**config.mk**
```make
export PLATFORM = sky130hd
export DESIGN_NAME = if_fetch_unit
export DESIGN_NICKNAME = d
export VERILOG_FILES = /design/src/rtl/if_fetch_unit.sv
export SDC_FILE = /design/constraint.sdc
export NUM_CORES = 1
export LEC_CHECK = 0
export CAP_MARGIN = 20
export CORE_MARGIN = 5
export CORE_UTILIZATION = 35
export CTS_CLUSTER_DIAMETER = 100
export DETAILED_ROUTE_END_ITERATION = 10
export PLACE_DENSITY_LB_ADDON = 0.3
export SETUP_SLACK_MARGIN = 0.2
export SYNTH_ARGS = -nofsm -noshare
export SYNTH_HDL_FRONTEND = slang
export SYNTH_SLANG_ARGS = --single-unit
```
**constraint.sdc**
```tcl
create_clock -name clk -period 5.2 [get_ports clk]
set_clock_uncertainty 0.2 [all_clocks]
set_input_delay 1.04 -clock clk [delete_from_list [all_inputs] [get_ports clk]]
set_output_delay 1.04 -clock clk [all_outputs]
set_load 0.005 [all_outputs]
```
**src/rtl/if_fetch_unit.sv**
```systemverilog
// if_fetch_unit: instruction-fetch stage controller.
// Owns the PC, requests instructions from a variable-latency memory, and
// drives the producer side of the IF/ID pipeline register.
// Holds a fetched word while decode stalls.
// Injects a NOP bubble on a taken-branch redirect.
//
// Ports:
//   clk, rst             clock, asynchronous active-high reset
//   stall                IF/ID must not be written this cycle
//   branch_taken/target  redirect request and its PC
//   imem_req/addr        memory request, address = PC
//   imem_ready/rdata     memory response for the address of the same cycle
//   PR0_PC_plus1         PC+1 of the presented instruction (target on redirect)
//   PR0_instruction      instruction presented to IF/ID (0 = NOP bubble)
//   if_id_write_en       IF/ID write enable
`ifndef ADDRESS_LEN
`define ADDRESS_LEN 32
`endif
`ifndef INSTRUCTION_LEN
`define INSTRUCTION_LEN 32
`endif

module if_fetch_unit #(
  parameter int ADDR_W  = `ADDRESS_LEN,
  parameter int INSTR_W = `INSTRUCTION_LEN
) (
  input  logic               clk,
  input  logic               rst,
  input  logic               stall,
  input  logic               branch_taken,
  input  logic [ADDR_W-1:0]  branch_target,
  output logic               imem_req,
  output logic [ADDR_W-1:0]  imem_addr,
  input  logic               imem_ready,
  input  logic [INSTR_W-1:0] imem_rdata,
  output logic [ADDR_W-1:0]  PR0_PC_plus1,
  output logic [INSTR_W-1:0] PR0_instruction,
  output logic               if_id_write_en
);

  typedef enum logic {S_REQ, S_HOLD} state_t;

  state_t             state, state_nxt;
  logic [ADDR_W-1:0]  pc, pc_nxt, pc_inc;
  logic [INSTR_W-1:0] hold_instr, hold_nxt;

  // Wraps modulo 2^ADDR_W.
  assign pc_inc = pc + ADDR_W'(1);

  always_ff @(posedge clk or posedge rst) begin
    if (rst) begin
      state      <= S_REQ;
      pc         <= '0;
      hold_instr <= '0;
    end else begin
      state      <= state_nxt;
      pc         <= pc_nxt;
      hold_instr <= hold_nxt;
    end
  end

  always_comb begin
    state_nxt       = state;
    pc_nxt          = pc;
    hold_nxt        = hold_instr;
    imem_req        = (state == S_REQ);
    imem_addr       = pc;
    PR0_PC_plus1    = pc_inc;
    PR0_instruction = hold_instr;
    if_id_write_en  = 1'b0;

    if (branch_taken) begin
      // Redirect beats stall, held word and any same-cycle memory data.
      if_id_write_en  = 1'b1;
      PR0_instruction = '0;
      PR0_PC_plus1    = branch_target;
      pc_nxt          = branch_target;
      state_nxt       = S_REQ;
    end else begin
      case (state)
        S_REQ: begin
          PR0_instruction = imem_rdata;
          if (imem_ready && !stall) begin
            if_id_write_en = 1'b1;
            pc_nxt         = pc_inc;
          end else if (imem_ready) begin
            // Capture the word now; the memory need not hold it for us.
            hold_nxt  = imem_rdata;
            state_nxt = S_HOLD;
          end
        end
        S_HOLD: begin
          if (!stall) begin
            if_id_write_en = 1'b1;
            pc_nxt         = pc_inc;
            state_nxt      = S_REQ;
          end
        end
        default: state_nxt = S_REQ;
      endcase
    end

    // While reset is held, state sits at S_REQ/pc=0 and the stage simply
    // reflects whatever the memory returns for address 0.
    if (rst) begin
      imem_req        = 1'b1;
      imem_addr       = pc;
      PR0_PC_plus1    = pc_inc;
      PR0_instruction = imem_rdata;
      if_id_write_en  = imem_ready;
    end
  end

endmodule

```
-- Yosys cells after proc, flatten, opt, wreduce, memory -nomap -nowiden
Index checks and enable logic that the tools add are counted.
- register bits: 65
- input bits: 69
- output and inout port bits: 98
- logic and storage cells: 33
- $add $sub $neg: 1
- equality and inequality tests: 2
- multiplexer cells: 20
- bitwise logic cells: 3
- reduce and logical (&&, ||, !) cells: 4
- operators with widths (cell ; count):
    $mux 32 ; 8
    $pmux 32 s2 ; 1
    $add 32x1->32 const B ; 1
    $mux 1 ; 9
    $pmux 1 s2 ; 2
    $reduce_and 4->1 ; 1
    $ne 3x2->1 const B ; 1
    $ne 3x3->1 const B ; 1
    $not 1->1 ; 3
    $reduce_and 2->1 ; 1
    $logic_and 1x1->1 ; 1
    $logic_not 1->1 ; 1

-- Logic depth before layout (Yosys ltp)
- depth after elaboration: 6
- gate-level depth with buffers: 7
- gate-level depth less buffers: 6

-- Least setup slack after synthesis
No wires, ideal clock.
- kind: input-to-output
- from: in branch_taken
- to: out PR0_PC_plus1[16]
- arrival time: 1973 ps
- data required time: 3960 ps
- path slack: 1987 ps
- cell stages on the path: 5
- path buffers: 2
- cells stage by stage: nor2b_1 -> clkbuf_1 -> clkbuf_1 -> nand2_1 -> o21ai_1
- word-level cells in the longest chain between the ends: 2
- ends and longest elaborated chain (item ; line ; text):
    start: declaration ; 30 ; input logic branch_taken,
    $mux 32 ; 72 ; if (branch_taken) begin
    $mux 32 ; 105 ; if (rst) begin
    end: declaration ; 36 ; output logic [ADDR_W-1:0] PR0_PC_plus1,
Every way passes these cells.

-- Worst setup path in the final report
- from: reg pc[0], in the netlist imem_addr[0]
- to: out PR0_PC_plus1[16]
- word-level cells in the longest chain between the ends: 3
- ends and longest elaborated chain (item ; line ; text):
    start: declaration ; 44 ; logic [ADDR_W-1:0] pc, pc_nxt, pc_inc;
    start signal: assignment ; 57 ; pc <= pc_nxt;
    $add 32x1->32 * ; 48 ; assign pc_inc = pc + ADDR_W'(1);
    $mux 32 ; 72 ;
    $mux 32 * ; 105 ;
Every way passes the cells marked *; elsewhere a longest branch is shown, timed or not.

==> impl_metrics.tcl <==
set metrics [dict create \
    status "completed" \
    critPathRequiredTime_ps 3960 \
    cp_slowest_cell "nor4_4" \
    ctsHoldBuffers 0 \
    core-area_sq_um 12160 \
    cts_made_buffers 9 \
    rsz0062_at_grt "false" \
    ys_types 37 \
    synth_edf_count 0 \
    grt_max_degree 95 \
    path_clk_slew_ps 50 \
    diodes 0 \
    final_common_cell "clkdlybuf4s50_1" \
    clockBufferDepth 2 \
    yosys_warnings 0 \
    ys_ff_latch 65 \
    cts_sinks 65 \
    grt_pass1_vias 4273 \
    post_cts_resize_count 0 \
    root_buffer "clkbuf_16" \
    track_usage 0.1769 \
    grt_pass1_wl_mm 21.56 \
    finalWeightedCongestion 0.7872 \
    ff2ff_path_depth 7 \
    htreeDepth 3 \
    drt_iter0_drc 216 \
    fin_crit_sh 0.8454 \
    place_area_sq_um 6152 \
    regArea_sq_um 1627 \
    cts_tree "done" \
    p_leak_nw 2.458 \
    synthFlopType "dfrtp_1" \
    first_pass_iters 4 \
    critPathMaxStageDelay_ps 830 \
    max_freq_mhz 227.5 \
    post_cts_buffers 0 \
    whs_path_depth 1 \
    syn_to_final_growth_pct 46.87 \
    design.die.area_sq_um 14850 \
    dpl.hpwl_mm 9.586 \
    vdd.ir_drop.worst_mv 0.1395 \
    overflow 0 \
    ant_nets 0 \
    wl_per_cell_microns 15.25 \
    ys_seq_area_frac 0.3715 \
    min_to "hold_instr[0]$_DFFE_PP0P_" \
    arrival_ps 3160 \
    io_pins 167 \
    r2r-start "imem_addr[0]$_DFFE_PP0P_" \
    layout.nets 749 \
    antenna_found_initial 0 \
    final_cell_mix "clkdlybuf4s50_1 (165), nand2_1 (141), dfrtp_1 (65)" \
    setup_viol 0 \
    num-fill-cells 1178 \
    power.density_nw_per_um2 257.3 \
    critPathLaunchType "flip-flop" \
    start_util 0.3600 \
    maxCapViolations 0 \
    min_from "hold_instr[0]$_DFFE_PP0P_" \
    vias_per_cell 4.945 \
    hold_class "reg2reg" \
    layout_min_cycle_time_ps 4396 \
    fp-row-count 40 \
    postSynth.asyncResetShare 1.000 \
    rrSetupSlack_ps 2560 \
    io_buffers 166 \
    clk_latency_ps 320 \
    worstPathMaxFanout 15 \
    wirelength_mm 12.97 \
    multi_input_area_sq_um 2571 \
    dp.cells 836 \
    syn_inst 536 \
    endpoint_kind "output port" \
    worstSetupPathType "reg2out" \
    fin_tns_setup_ps 0 \
    vias 4208 \
    drcViolationCount 0 \
    hold_viol_final 0 \
    drv_slew 0 \
    syn-cell-area_sq_um 4378 \
    die_w_microns 121.8 \
    die_h_microns 121.8 \
    cp_cell_sequence "ha_1 -> nand3_4 -> nor4_4 -> buf_4 -> nand2_1 -> xor2_1 -> o21ai_1 -> clkdlybuf4s50_1" \
    syn-num-nets 606 \
    final_cell_area_sq_um 6430 \
    final_cells 851 \
    syn_area_per_cell_sq_um 8.168 \
    rr_endpoint "imem_addr[16]$_DFFE_PP0P_" \
    drive_above_1_share 0.1010 \
    max_slew_margin 0.3947 \
    tightest_slew_ps 901.1 \
]
-- cell families after synthesis --
kind of cell | count (synthesis) | synth area share
xor gates and xnor gates | 61 | 0.1220
DFF | 65 | 0.3715
muxes | 36 | 0.09231
buffers and inverters | 47 | 0.04687
AOI/OAI and AO/OA | 96 | 0.1123
and+or+nand+nor | 230 | 0.2521
adders and majority gates | 1 | 0.002858
-- cell usage after synthesis (6+ instances only) --
master    instances  share of area
nand4_1          13          0.019
nand3_1          29          0.033
nand2_1         141           0.12
o21ai_1          14          0.016
dfrtp_1          65           0.37
o21ai_0          48          0.055
xnor2_1          24          0.048
nor2_1           15          0.013
a21oi_1          32          0.037
buf_2             9          0.010
xor2_1           37          0.074
clkbuf_1         23          0.020
mux2_2           31          0.080
inv_1             6         0.0051
-- sequential cells by signal, summed over array words and instances (netlist names) --
signal and count:
imem_addr 32, state 1, hold_instr 32
-- worst max-delay path by stage --
stage,startpoint,to,slack (ps),cells after the start
after floorplan,branch_taken,PR0_PC_plus1[16],1990,5
after detailed placement,rst,PR0_instruction[18],990,7
after CTS,imem_addr[0]$_DFFE_PP0P_,PR0_PC_plus1[18],740,7
after global placement,rst,PR0_instruction[20],1050,6
final,imem_addr[0]$_DFFE_PP0P_,PR0_PC_plus1[16],800,8
after global routing,imem_addr[0]$_DFFE_PP0P_,PR0_PC_plus1[18],550,7
-- critical path: cells and delay by family, from the launching register on --
kind            cells  cell delay (ps)
buf+inv             2              780
simple gates        3             1020
fa+ha+maj           1              310
xor+xnor            1              150
flops               1              440
compound gates      1              130
-- layout make-up --
| type | instances | share of cell area |
|---|---|---|
| inverter | 6 | 0.003503 |
| timing repair buffer | 173 | 0.2678 |
| clock buffer | 11 | 0.03619 |
| clock inverter | 4 | 0.007005 |
| tap | 168 | 0.03269 |
| multi-input combinational | 424 | 0.3999 |
| sequential | 65 | 0.2530 |
-- power by group --
part	internal [mW]	switching, mW	total (mW)
sequential	0.582	0.0739	0.656
clock	0.366	0.201	0.567
combinational	0.265	0.166	0.431
total	1.21	0.441	1.65
-- routing by layer --
metal | wire (microns) | share of wire | global-route usage
met1 | 5891 | 0.45 | 0.2397
met5 | 0 | 0 | 0
met3 | 903 | 0.070 | 0.03853
met4 | 146 | 0.011 | 0.04972
met2 | 6032 | 0.46 | 0.2852
-- metrics by stage --
stage          setup WS, ps  power [mW]  utilization  hold slack [ps]
2_1_floorplan          1987      0.8438            -            258.0
3_3_place_gp           1051       1.087       0.5059            270.3
3_5_place_dp          988.1       1.100       0.5059            281.3
4_1_cts               735.3       1.681       0.5287            293.8
5_1_grt               547.5       1.749       0.5287            314.6
6_report              803.7       1.654       0.5287            290.2
Note: power is estimated with default switching activity, not from simulation.
==> RTL edit 1, RTL diff (config.mk and constraints unchanged) <==
`ADDRESS_LEN`: 32 -> 64.
--- a/src/rtl/if_fetch_unit.sv
+++ b/src/rtl/if_fetch_unit.sv
@@ -15,5 +15,5 @@
 //   if_id_write_en       IF/ID write enable
 `ifndef ADDRESS_LEN
-`define ADDRESS_LEN 32
+`define ADDRESS_LEN 64
 `endif
 `ifndef INSTRUCTION_LEN
Interface: changed (resized PR0_PC_plus1, branch_target and imem_addr); port bits go from 167 to 263. No check against the original RTL was run, so the function may have changed too.
==> RTL edit 1 against the unedited design <==
Cell count is 74% higher. Design area is 65% higher. First-iteration DRC count grew to 3.2 times the old value. Critical endpoint is now PR0_PC_plus1[47]. Area after synthesis is 70% higher. Wire length is 110% higher. Total power is 44% higher. Die area is 64% higher. Setup slack worse by 0.42 ns. Sequential cell count is 32 higher. Via count is 94% higher. Worst hold slack better by 0.019 ns. Clock power is 19% higher. Global-route usage is 4.1 points higher.
==> RTL edit 1: results (changes against the unedited design) <==
status: "completed"
crit_family: "simple AND/OR/NAND/NOR gates"
cp.arrival_ns: 3.57  # +0.41 ns
combPwrFrac: 0.300  # +0.039
peakVddDrop_mv: 0.1304  # -6.5%
first_iter_violations: 689  # +220%
hp-class: "register to register"
max_stage_delay_ns: 0.74  # -0.09 ns
vias_per_cell: 5.520  # +12%
clock_path_buffers: 2  # unchanged
p_sw_frac: 0.3186  # +0.05183
clk_latency_ns: 0.35  # +0.03 ns
synth_ff_type: "dfrtp_1"
slowest_stage: "or4_1"
setup_ws_ns: 0.3864  # -0.4173 ns
synthTopCellsByCount: "nand2_1 (204), o21ai_0 (98), dfrtp_1 (97)"
port_buffers: 262  # +58%
met1Wirelength_um: 12180  # +110%
grtUsageMet3: 0.04965  # +0.01112
ys_seq_area_frac: 0.3253  # -0.04625
worst_pin_slew_ns: 1.018  # +0.1171 ns
powerSeq_w: 0.000988  # +51%
critPathMaxFanout: 9  # -6
p_total_w: 0.002377  # +44%
hold_ws_ns: 0.3089  # +0.01867 ns
yosys.cell_types.count: 49  # +32%
nets: 1304  # +74%
use_met1: 0.3063  # +0.06665
route.met2.wl_um: 12150  # +100%
r2r_setup_slack_ns: 2.05  # -0.51 ns
async_flop_share: 1.000  # unchanged
grt_max_degree: 69  # -27%
root_buffer: "clkbuf_16"
h-tree-depth: 3  # unchanged
drive_gt1_frac: 0.07871  # -0.02232
synth_fp_nets: 1088  # +80%
track_usage: 0.2181  # +0.04123
leakagePower_nw: 3.802  # +55%
grt_pass1_vias: 7726  # +81%
dp_hpwl_um: 20670  # +120%
grt_pass1_wl_um: 42690  # +98%
place.gp.congestion: 0.8849  # +12%
place_ws_ns: 0.4909  # -0.4972 ns
first_pass_iters: 6  # +2
yosys-top-cells-area: "dfrtp_1 (33%), nand2_1 (10%), o21ai_0 (6.6%), xnor2_1 (5.6%), mux2_2 (5.4%)"
clk_pin_slew_ns: 0.07  # +0.02 ns
post_cts_buffers: 0  # unchanged
numCtsBuffers: 9  # unchanged
ant_nets: 0  # unchanged
highest_layer: "met4"
yosysWarningCount: 0  # unchanged
wl_um: 27470  # +110%
dr_wl_met3_um: 2511  # +180%
use_met2: 0.3375  # +0.05229
[RTL edit 1: cell types whose count changed after synthesis, sizes merged, moves of 31 or more]
cell and change:
nand2 +63, clkbuf +38, o21ai +36, dfrtp +32, nor2 +31
[RTL edit 1: final timing paths]
path	startpoint	endpoint	cells after the start
max	imem_addr[14]	PR0_PC_plus1[47]	6
min	hold_instr[28]	hold_instr[28]	1
max reg2reg	imem_addr[14]	imem_addr[59]	5
min reg2reg	hold_instr[28]	hold_instr[28]	1
max in group asynchronous	rst	imem_addr[20]	4
min in group asynchronous	rst	hold_instr[6]	3
[RTL edit 1: cell families (layout without fill, tap and decap cells)]
group	count (synthesis)	in the layout	synth area share
adders and majority gates	1	1	0.001676
xor gates and xnor gates	78	78	0.09155
DFF	97	97	0.3253
and+or+nand+nor	494	494	0.3320
AOI/OAI and AO/OA	186	186	0.1419
muxes	39	39	0.05835
buffers and inverters	91	312	0.04930
[RTL edit 1: area by class of cell]
cell class	count	area, um^2
Timing Repair Buffer	287	2808
Sequential cell	97	2427
Clock inverter	7	67.56
Tap cell	275	344.1
Fill cell	2018	10420
Inverter	9	37.54
Multi-Input combinational cell	798	4697
Clock buffer	9	225.2
[RTL edit 1: repair_timing]
action	in CTS	in global routing
resized for setup	0	1
endpoints found under the setup margin	0	1
endpoints found under the hold margin	0	0
[RTL edit 1: through the flow]
| stage | instance area (um^2) | utilization | std cells |
|---|---|---|---|
| 6_report | 10610 | 0.5046 | 1482 |
| 4_1_cts | 10600 | 0.5043 | 1482 |
| 3_5_place_dp | 10310 | 0.4904 | 1466 |
| 5_1_grt | 10610 | 0.5046 | 1482 |
| 3_3_place_gp | 10310 | 0.4904 | 1466 |
| 2_1_floorplan | 7466 | - | 986 |
==> RTL edit 2, RTL diff (config.mk and constraints unchanged) <==
Without the edit above. `hold_instr` no longer has a reset.
--- a/src/rtl/if_fetch_unit.sv
+++ b/src/rtl/if_fetch_unit.sv
@@ -52,10 +52,12 @@
       state      <= S_REQ;
       pc         <= '0;
-      hold_instr <= '0;
     end else begin
       state      <= state_nxt;
       pc         <= pc_nxt;
-      hold_instr <= hold_nxt;
     end
+  end
+
+  always_ff @(posedge clk) begin
+    hold_instr <= hold_nxt;
   end
 
Function: no difference found for any inputs over 4 cycles, from zero or initial values and one cycle with rst high; that may be too few to reach the edited logic, so the function may still have changed.
==> RTL edit 2 against the unedited design <==
Setup slack better by 0.026 ns. Count of clock-buffer cells in the layout up 3. Critical endpoint is now PR0_PC_plus1[1]. Synthesized cell count increased by 1.7%. Wire length is 5.0% higher. Sequential cell count unchanged. Area after synthesis increased by 2.8%. Critical path depth fell by 2. Combinational power is 7.7% lower. Highest routed layer unchanged. Total power fell by 6.5%. Design area grew 1.3%.
==> RTL edit 2: results (changes against the unedited design) <==
n_antenna_cell: 0  # unchanged
nets: 757  # +1.1%
worstHoldStart: "imem_addr[30]"
synthTopCellsByCount: "nand2_1 (111), o21ai_0 (86), xor2_1 (36)"
ys_seq_area_frac: 0.3969  # +0.02535
worstReg2RegEnd: "imem_addr[27]"
track_usage: 0.1743  # -0.002587
stdcell_count: 863  # +1.4%
cts_resized: 0  # unchanged
slowest_stage: "clkdlybuf4s50_1"
yosysWarningCount: 0  # unchanged
synth_edf_count: 32  # +32
hp-class: "register to register"
pwr-share-seq: 0.406  # +0.009
place_ws_ns: 0.8367  # -0.1514 ns
yosys-top-cells-area: "edfxtp_1 (21%), dfrtp_1 (18%), o21ai_0 (9.6%), nand2_1 (9.3%), xor2_1 (7.0%)"
r2r-start: "imem_addr[2]"
min_to: "imem_addr[30]"
clk_latency_ns: 0.32  # about the same
drive_gt1_frac: 0.05355  # -0.04748
hold-path-cell-count: 2  # +1
place.gp.congestion: 0.8082  # +2.7%
synth_xor_area_frac: 0.1148  # -0.007249
synth.avg_cell_area_um2: 8.260  # +1.1%
via_count: 4413  # +4.9%
antenna_found_initial: 0  # unchanged
h-tree-depth: 3  # unchanged
wl_um: 13620  # +5.0%
clk_pin_slew_ns: 0.05  # about the same
dpl-instance-area_um2: 6267  # +1.9%
port_buffers: 166  # unchanged
numCtsBuffers: 9  # unchanged
synth_fp_nets: 615  # +1.5%
p_int_w: 0.001130  # -6.9%
synth_adder_area_share: 0.002779  # -0.00007864
placed_cells: 848  # +1.4%
max_stage_delay_ns: 0.45  # -0.38 ns
leakagePower_nw: 2.318  # -5.7%
rr_worst_depth: 5  # -2
synth-compound-area-share: 0.1479  # +0.03554
dp_hpwl_um: 9910  # +3.4%
cp.arrival_ns: 3.13  # -0.03 ns
synth.area.mux_share: 0.009450  # -0.08286
r2r_setup_slack_ns: 2.56  # about the same
status: "completed"
crit_family: "buffers and inverters"
hold_ws_ns: 0.4454  # +0.1552 ns
slew_headroom: 0.4184  # +0.02365
first_iter_violations: 307  # +42%
synth_ff_type: "dfrtp_1"
grt_max_degree: 97  # +2.1%
pg_comb_w: 0.000398  # -7.7%
critPathMaxFanout: 63  # +48
power.density_nw_per_um2: 237.2  # -7.8%
peakVddDrop_mv: 0.1275  # -8.6%
grt_pass1_wl_um: 21360  # -0.93%
async_flop_share: 0.5077  # -0.4923
yosys.cell_types.count: 41  # +11%
drc: 0  # unchanged
RTL edit 2: area by class of cell:
cell class / instances / area (um^2)
Fill cell: 1219 / 6103
Inverter: 3 / 11.26
Multi-Input combinational cell: 432 / 2522
Tap cell: 172 / 215.2
Timing Repair Buffer: 176 / 1732
Clock inverter: 1 / 5.005
Sequential cell: 65 / 1787
Clock buffer: 14 / 244.0
RTL edit 2: metal layers:
metal / global-route usage / vias up / routed length (um)
met4: 0.04152 / 0 / 104
met2: 0.2922 / 143 / 6347
met5: 0 / - / 0
met3: 0.04254 / 9 / 982
met1: 0.2269 / 2093 / 6187
li1: - / 2168 / -
RTL edit 2: worst max path at each step:
stage,slack [ns],startpoint,endpoint
floorplan,1.34,branch_taken,hold_instr[0]
finish,0.83,rst,PR0_PC_plus1[1]
global route,0.70,rst,PR0_PC_plus1[1]
detailed placement,0.84,rst,PR0_PC_plus1[1]
global placement,0.85,rst,PR0_PC_plus1[1]
CTS,0.82,rst,PR0_PC_plus1[1]
